## src/rtl/phase_shift_check_multi_pkg.sv

```systemverilog
// Shared FSM encoding and elaboration-time helpers for the multi-channel phase-shift checker.
// Optional statistics outputs are enabled by defining PHASE_SHIFT_CHECK_STATS_EN.
package phase_shift_check_multi_pkg;

    typedef enum logic [1:0] {
        ST_IDLE    = 2'd0,
        ST_SETTLE  = 2'd1,
        ST_MEASURE = 2'd2
    } state_t;

    // Expected delay in samples for a shift in degrees, rounded to nearest.
    function automatic int exp_count(input int deg, input int period);
        return (deg * period + 180) / 360;
    endfunction

    // Error measured around the period circle, so a capture just before the
    // reference edge is close to an expected value of zero.
    function automatic int circ_err(input int meas, input int expd, input int period);
        int d;
        d = (meas > expd) ? meas - expd : expd - meas;
        return (d < period - d) ? d : period - d;
    endfunction

endpackage

```

## src/rtl/phase_shift_channel.sv

```systemverilog
// One checked channel: synchronizer, edge detect, delay counter, compare and sticky fail.
// Adds a saturating error counter when PHASE_SHIFT_CHECK_STATS_EN is defined.
module phase_shift_channel
    import phase_shift_check_multi_pkg::*;
#(
    parameter int PERIOD_SAMPLES = 40,
    parameter int EXPECTED       = 0,
    parameter int TOLERANCE      = 1,
    parameter int CNT_W          = 6
) (
    input  logic             clk,
    input  logic             rst,
    input  logic             clk_shifted,
    input  logic             ref_rise,
    input  logic             measure_en,
    output logic             fail_ch,
    output logic [CNT_W-1:0] measured,
    output logic             measured_valid
`ifdef PHASE_SHIFT_CHECK_STATS_EN
    ,
    output logic [15:0]      err_count
`endif
);

    localparam logic [CNT_W-1:0] CNT_MAX  = CNT_W'(PERIOD_SAMPLES);
    localparam logic [CNT_W-1:0] CNT_LAST = CNT_W'(PERIOD_SAMPLES - 1);

    logic [2:0]       sync;
    logic             ch_rise;
    logic [CNT_W-1:0] count;
    logic             armed;
    logic             miss;
    logic             bad;

    assign ch_rise = sync[1] & ~sync[2];

    // A missing edge is flagged once: either at saturation or at the next reference edge.
    assign miss = measure_en & armed &
                  ((ref_rise & (count != CNT_MAX)) |
                   (~ref_rise & ~ch_rise & (count == CNT_LAST)));

    assign bad = measured_valid &&
                 (circ_err(int'(measured), EXPECTED, PERIOD_SAMPLES) > TOLERANCE);

    always_ff @(posedge clk) begin
        if (rst) begin
            sync           <= '0;
            count          <= '0;
            armed          <= 1'b0;
            measured       <= '0;
            measured_valid <= 1'b0;
            fail_ch        <= 1'b0;
        end else begin
            sync           <= {sync[1:0], clk_shifted};
            measured_valid <= 1'b0;
            if (miss | bad)
                fail_ch <= 1'b1;
            if (!measure_en) begin
                armed <= 1'b0;
                count <= '0;
            end else if (ref_rise) begin
                count <= '0;
                armed <= ~ch_rise;
                if (ch_rise) begin
                    measured       <= '0;
                    measured_valid <= 1'b1;
                end
            end else if (armed) begin
                // count lags elapsed cycles by one, so the capture adds it back
                if (ch_rise) begin
                    measured       <= (count == CNT_MAX) ? CNT_MAX : count + 1'b1;
                    measured_valid <= 1'b1;
                    armed          <= 1'b0;
                end else if (count != CNT_MAX) begin
                    count <= count + 1'b1;
                end
            end
        end
    end

`ifdef PHASE_SHIFT_CHECK_STATS_EN
    always_ff @(posedge clk) begin
        if (rst)
            err_count <= '0;
        else if ((miss | bad) && err_count != 16'hFFFF)
            err_count <= err_count + 16'd1;
    end
`endif

endmodule

```

## src/rtl/phase_shift_check_multi.sv

```systemverilog
// Multi-channel PLL phase-shift checker: reference synchronizer, lock/settle FSM, fail OR.
// Define PHASE_SHIFT_CHECK_STATS_EN to add err_count and check_count outputs.
module phase_shift_check_multi
    import phase_shift_check_multi_pkg::*;
#(
    parameter int                    CHANNELS       = 2,
    parameter int                    PERIOD_SAMPLES = 40,
    parameter logic [CHANNELS*9-1:0] SHIFT_DEG      = {9'd90, 9'd0},
    parameter int                    TOLERANCE      = 1,
    parameter int                    SETTLE_PERIODS = 2,
    localparam int                   CNT_W          = $clog2(PERIOD_SAMPLES + 1)
) (
    input  logic                           clk,
    input  logic                           rst,
    input  logic                           clk_ref,
    input  logic [CHANNELS-1:0]            clk_shifted,
    input  logic                           LOCKED,
    output logic [CHANNELS-1:0]            fail_ch,
    output logic                           fail,
    output logic [CHANNELS-1:0][CNT_W-1:0] measured,
    output logic [CHANNELS-1:0]            measured_valid
`ifdef PHASE_SHIFT_CHECK_STATS_EN
    ,
    output logic [CHANNELS-1:0][15:0]      err_count,
    output logic [31:0]                    check_count
`endif
);

    state_t      state, state_nxt;
    logic [2:0]  ref_sync;
    logic        ref_rise;
    logic [15:0] settle_cnt;
    logic        measure_en;

    assign ref_rise = ref_sync[1] & ~ref_sync[2];

    always_ff @(posedge clk) begin
        if (rst) begin
            state      <= ST_IDLE;
            ref_sync   <= '0;
            settle_cnt <= '0;
        end else begin
            state    <= state_nxt;
            ref_sync <= {ref_sync[1:0], clk_ref};
            if (state != ST_SETTLE)
                settle_cnt <= '0;
            else if (ref_rise)
                settle_cnt <= settle_cnt + 16'd1;
        end
    end

    always_comb begin
        state_nxt = state;
        if (!LOCKED) begin
            state_nxt = ST_IDLE;
        end else begin
            case (state)
                ST_IDLE:    state_nxt = ST_SETTLE;
                ST_SETTLE:  if (ref_rise && settle_cnt == 16'(SETTLE_PERIODS - 1))
                                state_nxt = ST_MEASURE;
                ST_MEASURE: state_nxt = ST_MEASURE;
                default:    state_nxt = ST_IDLE;
            endcase
        end
    end

    always_comb begin
        measure_en = (state == ST_MEASURE);
    end

    for (genvar g = 0; g < CHANNELS; g++) begin : g_ch
        phase_shift_channel #(
            .PERIOD_SAMPLES (PERIOD_SAMPLES),
            .EXPECTED       (exp_count(int'(SHIFT_DEG[9*g +: 9]), PERIOD_SAMPLES)),
            .TOLERANCE      (TOLERANCE),
            .CNT_W          (CNT_W)
        ) u_ch (
            .clk            (clk),
            .rst            (rst),
            .clk_shifted    (clk_shifted[g]),
            .ref_rise       (ref_rise),
            .measure_en     (measure_en),
            .fail_ch        (fail_ch[g]),
            .measured       (measured[g]),
            .measured_valid (measured_valid[g])
`ifdef PHASE_SHIFT_CHECK_STATS_EN
            ,
            .err_count      (err_count[g])
`endif
        );
    end

    assign fail = |fail_ch;

`ifdef PHASE_SHIFT_CHECK_STATS_EN
    always_ff @(posedge clk) begin
        if (rst)
            check_count <= '0;
        else if (measure_en && ref_rise && check_count != 32'hFFFF_FFFF)
            check_count <= check_count + 32'd1;
    end
`endif

endmodule

```

## config.mk

```make
export PLATFORM = sky130hd
export DESIGN_NAME = phase_shift_check_multi
export DESIGN_NICKNAME = d
export VERILOG_FILES = /design/src/rtl/phase_shift_check_multi_pkg.sv /design/src/rtl/phase_shift_channel.sv /design/src/rtl/phase_shift_check_multi.sv
export SDC_FILE = /design/constraint.sdc
export NUM_CORES = 1
export LEC_CHECK = 0
export ABC_AREA = 1
export CORE_MARGIN = 2
export CORE_UTILIZATION = 32
export DETAILED_ROUTE_END_ITERATION = 10
export PLACE_DENSITY = 0.46
export SLEW_MARGIN = 20
export SYNTH_ARGS = -nofsm -noshare
export SYNTH_HDL_FRONTEND = slang
export SYNTH_SLANG_ARGS = --single-unit
```

## constraint.sdc

```tcl
create_clock -name clk -period 8.15 [get_ports clk]
set_clock_uncertainty 0.15 [all_clocks]
set_input_delay 1.2225 -clock clk [delete_from_list [all_inputs] [get_ports clk]]
set_output_delay 1.2225 -clock clk [all_outputs]
set_load 0.005 [all_outputs]
```

==> impl_metrics.json, run 1 <==
{
  "hold_violations": 0,
  "total_power_uw": 672,
  "cts_root_buf": "clkbuf_16",
  "synthArstFlopShare_pct": 0,
  "worst-endpoint-arrival_ns": 4.49,
  "ys_seq_area_share_pct": 25.8,
  "die_area_sq_um": 14800,
  "final.period_utilization_pct": 54.4,
  "dr.pass1.iters": 4,
  "crit_type": "flip-flop to flip-flop",
  "synth.avg_cell_area_sq_um": 6.82,
  "final_common_cell": "nand2_1",
  "worstSetupEndpointType": "flip-flop",
  "final_cells": 852,
  "max_freq_mhz": 226,
  "cts_buffers": 9,
  "start_kind": "flip-flop",
  "ios": 23,
  "gp_congestion": 0.866,
  "fin_nets": 737,
  "cts_tree": "yes",
  "drive_above_1_share_pct": 7.84,
  "fillCellCount": 1437,
  "tns_ns": 0,
  "grt_pass1_wl_um": 16600,
  "fin_util_pct": 38.0,
  "synth_cell_type_count": 45,
  "hp-class": "flip-flop to flip-flop",
  "rows": 42,
  "slew_headroom_pct": 41.4,
  "dp_cells": 836,
  "clockBufferDepth": 2,
  "worst_pin_slew_ns": 0.876,
  "grt_max_degree": 30,
  "power_leakage_uw": 0.00239,
  "numPortBuffers": 22,
  "ys_ff_latch": 57,
  "final_max_slew_viol_count": 0,
  "htree_levels": 3,
  "cts_resized": 0,
  "period_minus_slack_ns": 4.43,
  "seqCellArea_sq_um": 1140,
  "syn-cell-area_sq_um": 4430,
  "gr-total-overflow": 0,
  "cts_hold_repair.buffers": 0,
  "multi_input_area_sq_um": 2750,
  "antenna_found_initial": 0,
  "ir_worst_vdd_v": 0.0000925,
  "status": "finished, final reports clean",
  "insertion_delay_ns": 0.33,
  "yosysWarningCount": 0,
  "dp_hpwl_um": 7370,
  "drt_iter0_markers": 173,
  "cp.required_ns": 8.21,
  "final_cell_mix": "126 x nand2_1, 106 x inv_1, 73 x nor2_1, 60 x ha_1, 57 x dfxtp_1",
  "core_sq_um": 13400,
  "mappedNetlistNets": 716,
  "rsz0062_at_grt": "false",
  "postCtsSetupBuffers": 0,
  "final_antenna_net_count": 0,
  "synth_edf_count": 0,
  "track_usage_pct": 13.8,
  "ys.flop_type": "dfxtp_1",
  "synthToLayoutAreaGrowth_pct": 14.9,
  "clkSinkCount": 57,
  "wl_per_cell_um": 11.2,
  "synth_cells": 650,
  "p_per_area_nw_per_um2": 132,
  "maxCapViolations": 0,
  "initial_utilization_pct": 33.1,
  "path_clk_slew_ns": 0.05,
  "setup-violations-final": 0,
  "die_w_um": 122,
  "num_vias": 3924,
  "grt_pass1_vias": 3667,
  "routed_wl_um": 9510,
  "antenna_cells": 0,
  "route.detailed.drc": 0,
  "die_y_um": 122,
  "crit_path_max_fanout": 27,
  "drt-vias-per-instance": 4.61
}
-- critical path, stage by stage (launching register included) --
cell,delay (ns)
dfxtp_1,0.48
inv_1,0.16
ha_1,0.27
nor2_4,0.12
nand2_2,0.10
nand2_4,0.11
nand2_1,0.06
nand2_1,0.64
inv_2,0.26
nor2_1,0.35
inv_1,0.08
ha_1,0.20
or4_1,0.53
nor4_1,0.26
nand2_1,0.08
nor2_1,0.09
nand3_1,0.08
nand2_1,0.07
nand3_1,0.07
nand2_1,0.07
a21oi_1,0.05
-- cell usage after synthesis (2+ instances only) --
cell	instances	share of area, %
nor2_1	73	6.2
dfxtp_1	57	26
nand3_4	2	0.79
a21oi_1	44	5.0
nand2_1	126	11
clkbuf_1	5	0.42
nor4_1	7	0.99
nand2_4	5	1.3
a211oi_1	2	0.34
buf_4	5	0.85
or2_2	3	0.42
ha_1	60	17
inv_1	106	9.0
a21oi_2	2	0.40
inv_4	2	0.28
o21ai_0	30	3.4
nand3_1	37	4.2
or4_1	3	0.51
o21bai_1	2	0.34
nand2_2	4	0.56
nor2_2	2	0.28
nand4_1	11	1.6
inv_2	7	0.59
clkinv_1	3	0.25
nor2_4	3	0.76
nor3_1	21	2.4
a31oi_1	3	0.42
xor2_1	8	1.6
-- per-layer routing --
metal | track usage (%) | part of all wire, % | up-vias
li1 | - | - | 2128
met1 | 17.9 | 50 | 1738
met4 | 6.11 | 2.2 | 0
met5 | 0 | 0 | -
met2 | 22.4 | 46 | 41
met3 | 2.72 | 2.8 | 17
-- final cells by class --
cell class / count / area share (%)
timing repair buffer: 23 / 4.47
tap: 176 / 4.33
inverter: 119 / 9.02
sequential: 57 / 22.4
multi-input combinational: 461 / 53.9
clock inverter: 7 / 1.40
clock buffer: 9 / 4.42
-- report_power, final --
group	leakage, uW	internal [uW]	switching [uW]
Sequential	0.000461	282	1.02
Combinational	0.00179	7.68	13.3
Clock	0.000137	235	133
Total	0.00239	525	148
-- flip-flops by register name, summed over array words and instances, names as in the netlist --
name / cells
g_ch.u_ch.armed: 2
g_ch.u_ch.count: 12
g_ch.u_ch.fail_ch: 2
g_ch.u_ch.measured: 12
g_ch.u_ch.measured_valid: 2
g_ch.u_ch.sync: 6
ref_sync: 3
settle_cnt: 16
state: 2
-- through the flow --
stage,hold slack (ns),cell area [sq um],setup slack (ns)
after floorplan,0.238,4430,4.54
after global placement,0.246,4790,3.91
after detailed placement,0.247,4790,3.72
after CTS,0.255,5090,3.73
after global routing,0.275,5090,3.26
final,0.252,5090,3.72
-- worst paths after layout --
path | cells after the start | slack [ns] | from | to
min | 2 | 0.25 | g_ch[1].u_ch.sync[0] | g_ch[1].u_ch.sync[1]
max reg2reg | 20 | 3.72 | g_ch[1].u_ch.measured[1] | g_ch[1].u_ch.fail_ch
min reg2reg | 2 | 0.25 | g_ch[1].u_ch.sync[0] | g_ch[1].u_ch.sync[1]
max | 20 | 3.72 | g_ch[1].u_ch.measured[1] | g_ch[1].u_ch.fail_ch
-- logic make-up after synthesis --
| kind of cell | share of synthesized area, % |
|---|---|
| AND/OR/NAND/NOR | 32.5 |
| XOR/XNOR | 1.78 |
| adder cells (fa/ha/maj) | 16.9 |
| flip-flops | 25.8 |
| buffers and inverters | 12.3 |
| AO/OA/AOI/OAI | 10.7 |
(Power assumes the default switching activity.)
==> run 2, diff against run 1 <==
--- a/config.mk
+++ b/config.mk
@@ -9,7 +9,7 @@
 export CORE_MARGIN = 2
 export CORE_UTILIZATION = 32
 export DETAILED_ROUTE_END_ITERATION = 10
-export PLACE_DENSITY = 0.46
+export PLACE_DENSITY = 0.48
 export SLEW_MARGIN = 20
 export SYNTH_ARGS = -nofsm -noshare
 export SYNTH_HDL_FRONTEND = slang
==> constraint.sdc (replaced) <==
create_clock -name clk -period 3.6 [get_ports clk]
set_clock_uncertainty 0.15 [all_clocks]
set_input_delay 0.54 -clock clk [delete_from_list [all_inputs] [get_ports clk]]
set_output_delay 0.54 -clock clk [all_outputs]
set_load 0.005 [all_outputs]
==> impl_metrics.json, run 2 (synthesis gave the netlist of run 1 again) <==
{
  "status": "finished, final reports clean",
  "fin_nets": 772,
  "initial_utilization_pct": 33.1,
  "tns_ns": 0,
  "wl_per_cell_um": 11.3,
  "stdcell_area_sq_um": 5520,
  "fillCellCount": 1412,
  "clkSinkCount": 57,
  "route.detailed.drc": 0,
  "regMostFlops": "settle_cnt",
  "cts_tree": "yes",
  "top_regs": "settle_cnt x16, g_ch.u_ch.count x12, g_ch.u_ch.measured x12",
  "ir_worst_vdd_v": 0.000217,
  "hold_violations": 0,
  "crit_top_cell": "nand2_1",
  "final_cell_mix": "120 x nand2_1, 102 x inv_1, 68 x nor2_1, 54 x ha_1, 54 x dfxtp_1",
  "cts_hold_repair.buffers": 0,
  "final_common_cell": "nand2_1",
  "power_leakage_uw": 0.00259,
  "seqCellArea_sq_um": 1150,
  "cp.required_ns": 3.65,
  "grt_pass1_wl_um": 17000,
  "gp_congestion": 0.873,
  "drt_iter0_markers": 159,
  "slew_headroom_pct": 52.4,
  "grt_max_degree": 27,
  "insertion_delay_ns": 0.32,
  "start_kind": "flip-flop",
  "cpPeakStageDelay_ns": 0.49,
  "maxCapViolations": 0,
  "core_sq_um": 13400,
  "cts_root_buf": "clkbuf_16",
  "crit_path_max_fanout": 4,
  "antenna_found_initial": 0,
  "period_minus_slack_ns": 3.43,
  "setup-violations-final": 0,
  "drive_above_1_share_pct": 16.9,
  "worst_pin_slew_ns": 0.711,
  "gr-total-overflow": 0,
  "max_freq_mhz": 292,
  "ios": 23,
  "grt_pass1_vias": 3841,
  "dp_hpwl_um": 7710,
  "crit_type": "flip-flop to flip-flop",
  "track_usage_pct": 14.1,
  "worstSetupEndpointType": "flip-flop",
  "slowest_stage": "or4_4",
  "p_per_area_nw_per_um2": 288,
  "die_y_um": 122,
  "final_antenna_net_count": 0,
  "multi_input_area_sq_um": 2880,
  "numPortBuffers": 22,
  "hp-class": "flip-flop to flip-flop",
  "clockBufferDepth": 2,
  "synthToLayoutAreaGrowth_pct": 24.6,
  "dr.pass1.iters": 4,
  "drt-vias-per-instance": 4.51,
  "die_w_um": 122,
  "worst-endpoint-arrival_ns": 3.48,
  "rows": 42,
  "total_power_uw": 1590,
  "rsz0062_at_grt": "true",
  "num_vias": 4002,
  "final.period_utilization_pct": 95.3,
  "htree_levels": 3,
  "largest_reg_flops": 16,
  "path_clk_slew_ns": 0.05,
  "final_max_slew_viol_count": 0,
  "die_area_sq_um": 14800,
  "place_area_sq_um": 4970,
  "antenna_cells": 0,
  "cts_buffers": 9,
  "routed_wl_um": 9990,
  "holdWs_ns": 0.254
}
[run 2: cell count changes in the layout (fill, tap and decap cells not counted), sizes merged]
cell      change
buf          +35
bufinv        +1
clkbuf        +2
clkinvlp      -3
[run 2: routing by layer]
metal / up-vias / share of wire, % / wire length, um / global-route usage (%)
met4: 0 / 0.62 / 62 / 3.66
met3: 5 / 2.1 / 210 / 2.39
li1: 2188 / - / - / -
met1: 1784 / 51 / 5130 / 18.5
met2: 25 / 46 / 4590 / 24.1
met5: - / 0 / 0 / 0
[run 2: cell type report]
cell class	instances	share of cell area [%]
well taps	176	3.99
clock buffers	11	4.40
flip-flops and latches	57	20.8
clock inverters	5	1.43
inverters	119	8.32
multi-input cells	461	52.1
repair buffers	58	8.95
[run 2: worst paths after layout]
| path | endpoint | cells past startpoint | startpoint | slack (ns) |
|---|---|---|---|---|
| worst max-delay path | g_ch[1].u_ch.fail_ch | 26 | g_ch[1].u_ch.measured[1] | 0.17 |
| worst max register to register | g_ch[1].u_ch.fail_ch | 26 | g_ch[1].u_ch.measured[1] | 0.17 |
| worst min-delay path | ref_sync[1] | 2 | ref_sync[0] | 0.25 |
| worst min register to register | ref_sync[1] | 2 | ref_sync[0] | 0.25 |
[run 2: power breakdown]
| part | switching (uW) | leakage [uW] | internal [uW] | total (uW) |
|---|---|---|---|---|
| combinational | 29.9 | 0.00196 | 17.5 | 47.4 |
| clock | 284 | 0.000159 | 622 | 906 |
| sequential | 2.32 | 0.000463 | 636 | 639 |
| total | 316 | 0.00259 | 1280 | 1590 |
[run 2: critical path, delay by kind of cell (launching register included)]
kind	cells	cell delay (ns)
DFF	1	0.35
buffers and inverters	7	0.62
adders and majority gates	2	0.37
AOI/OAI and AO/OA	1	0.05
and+or+nand+nor	16	1.78
[run 2: what timing repair did]
| item | CTS | global route |
|---|---|---|
| gates resized for setup | 4 | 40 |
| setup endpoints to repair | 1 | 2 |
| pin swaps | 0 | 25 |
| buffers inserted | 0 | 12 |
| gates cloned | 0 | 0 |
[run 2: metrics by stage]
stage          instances  util (%)  setup slack [ns]
2_1_floorplan        650         -            0.0632
3_3_place_gp         859      37.1            0.0600
3_5_place_dp         859      37.1           -0.0585
4_1_cts              875      39.5           0.00867
5_1_grt              887      41.2           -0.0636
6_report             887      41.2             0.170
==> run 3, diff against run 2 <==
--- a/config.mk
+++ b/config.mk
@@ -10,6 +10,7 @@
 export CORE_UTILIZATION = 32
 export DETAILED_ROUTE_END_ITERATION = 10
 export PLACE_DENSITY = 0.48
+export SKIP_LAST_GASP = 1
 export SLEW_MARGIN = 20
 export SYNTH_ARGS = -nofsm -noshare
 export SYNTH_HDL_FRONTEND = slang
==> impl_metrics.json, run 3 (synthesis gave the netlist of run 1 again) <==
{
  "crit_path_max_fanout": 4,
  "p_per_area_nw_per_um2": 288,
  "rr_startpoint": "g_ch[1].u_ch.measured[1]",
  "worst-endpoint-arrival_ns": 3.48,
  "final_max_slew_viol_count": 0,
  "hold_violations": 0,
  "die_y_um": 122,
  "cts_root_buf": "clkbuf_16",
  "power_leakage_uw": 0.00259,
  "period_minus_slack_ns": 3.43,
  "dr.pass1.iters": 4,
  "fin_nets": 772,
  "stdcell_area_sq_um": 5520,
  "maxCapViolations": 0,
  "initial_utilization_pct": 33.1,
  "routed_wl_um": 9980,
  "die_w_um": 122,
  "hp-start": "ref_sync[0]",
  "grt_pass1_wl_um": 17000,
  "track_usage_pct": 14.1,
  "gp_congestion": 0.873,
  "wl_per_cell_um": 11.3,
  "rows": 42,
  "route.detailed.drc": 0,
  "fillCellCount": 1412,
  "combPwrFrac_pct": 3.0,
  "cts_buffers": 9,
  "setup-violations-final": 0,
  "core_sq_um": 13400,
  "drt-vias-per-instance": 4.52,
  "ios": 23,
  "p_sw_share_pct": 19.9,
  "largest_reg_flops": 16,
  "gr-total-overflow": 0,
  "pwr-share-seq_pct": 40.1,
  "grt_pass1_vias": 3841,
  "path_clk_slew_ns": 0.05,
  "cts_hold_repair.buffers": 0,
  "htree_levels": 3,
  "start_kind": "flip-flop",
  "status": "finished, final reports clean",
  "ir_worst_vdd_v": 0.000217,
  "worst_pin_slew_ns": 0.711,
  "hp-class": "flip-flop to flip-flop",
  "numPortBuffers": 22,
  "antenna_cells": 0,
  "cts_tree": "yes",
  "layout_setup_ws_ns": 0.168,
  "die_area_sq_um": 14800,
  "holdWs_ns": 0.254,
  "p_sw_uw": 316,
  "crit_type": "flip-flop to flip-flop",
  "clkPwrFrac_pct": 56.9,
  "final_common_cell": "nand2_1",
  "max_freq_mhz": 291,
  "num_vias": 4010,
  "slew_headroom_pct": 52.4,
  "regMostFlops": "settle_cnt",
  "dp_hpwl_um": 7710,
  "final.period_utilization_pct": 95.3,
  "synthToLayoutAreaGrowth_pct": 24.6,
  "rsz0062_at_grt": "true",
  "antenna_found_initial": 0,
  "clockBufferDepth": 2,
  "insertion_delay_ns": 0.32,
  "p_int_uw": 1280,
  "drt_iter0_markers": 158,
  "final_antenna_net_count": 0,
  "drive_above_1_share_pct": 16.7,
  "cp.required_ns": 3.65,
  "holdPathEnd": "ref_sync[1]",
  "place_area_sq_um": 4970,
  "final_cell_mix": "120 x nand2_1, 102 x inv_1, 69 x nor2_1, 54 x ha_1, 54 x dfxtp_1",
  "grt_max_degree": 27,
  "clkSinkCount": 57,
  "r2r.worst_path.cells": 26,
  "worstSetupEndpointType": "flip-flop",
  "r2r_setup_slack_ns": 0.17,
  "r2r-end": "g_ch[1].u_ch.fail_ch",
  "min_path_cells": 2,
  "pre_cts_ws_ns": -0.0585,
  "top_regs": "settle_cnt x16, g_ch.u_ch.count x12, g_ch.u_ch.measured x12"
}
==> run 3: cell counts in the layout (fill, tap and decap cells not counted) <==
No cell type changed its count.
==> run 3: how the worst max path moves through the flow <==
| stage | slack (ns) | end | from |
|---|---|---|---|
| 4_1_cts | 0.009 | g_ch[1].u_ch.fail_ch | g_ch[1].u_ch.measured[1] |
| 5_1_grt | -0.06 | g_ch[1].u_ch.fail_ch | g_ch[1].u_ch.measured[1] |
| 3_5_place_dp | -0.06 | g_ch[1].u_ch.fail_ch | g_ch[1].u_ch.measured[1] |
| 3_3_place_gp | 0.06 | g_ch[1].u_ch.fail_ch | g_ch[1].u_ch.measured[1] |
| 2_1_floorplan | 0.06 | g_ch[1].u_ch.fail_ch | g_ch[1].u_ch.measured[1] |
| 6_report | 0.17 | g_ch[1].u_ch.fail_ch | g_ch[1].u_ch.measured[1] |
==> run 3: power groups by stage <==
stage	Sequential [uW]	Combinational, uW	Clock [uW]
after detailed placement	653	47.7	0
after CTS	640	48.0	930
after floorplan	653	32.8	0
after global routing	638	55.1	958
final	639	47.4	906
after global placement	653	47.3	0
==> run 3: final cells by class <==
| type | count | area, sq um | area share (%) |
|---|---|---|---|
| clock buffer | 11 | 243 | 4.40 |
| timing repair buffer | 58 | 494 | 8.95 |
| clock inverter | 5 | 78.8 | 1.43 |
| inverter | 119 | 459 | 8.32 |
| tap | 176 | 220 | 3.99 |
| multi-input combinational | 461 | 2870 | 52.1 |
| sequential | 57 | 1150 | 20.8 |
==> run 3: what timing repair did <==
| item | CTS | global route |
|---|---|---|
| setup endpoints to repair | 1 | 2 |
| resized for setup | 4 | 39 |
| buffers inserted | 0 | 12 |
| pin swaps | 0 | 24 |
==> run 3: stage by stage <==
step                      TNS [ns]  std cells  total power (uW)  util, %
final                            0        887              1590     41.2
after global routing       -0.0649        887              1650     41.2
after CTS                        0        875              1620     39.5
after detailed placement   -0.0585        859               701     37.1
after global placement           0        859               700     37.1
after floorplan                  0        650               686        -
==> run 3: worst max-delay path, stage by stage (launching register included) <==
cell and delay (ns):
dfxtp_4 0.35, buf_4 0.13, ha_2 0.18, inv_1 0.05, nand2_1 0.04, nand2_1 0.06
nand3_1 0.10, nand2_2 0.10, inv_2 0.07, nor2_4 0.11, nand3_2 0.07, nand2_2 0.07
inv_1 0.05, nor2_1 0.08, buf_4 0.16, buf_4 0.12, inv_1 0.04, ha_1 0.19
or4_4 0.49, nor4_4 0.21, nand2_1 0.08, nor2_1 0.10, nand3_1 0.07, nand2_1 0.06
nand3_1 0.06, nand2_1 0.08, a21oi_2 0.05
==> run 3: layer usage <==
metal  up-vias  global-route usage [%]  routed length (um)
li1       2189                       -                   -
met3         5                    2.39                 229
met2        31                    24.1                4590
met1      1785                    18.5                5100
met5         -                       0                   0
met4         0                    3.66                  62
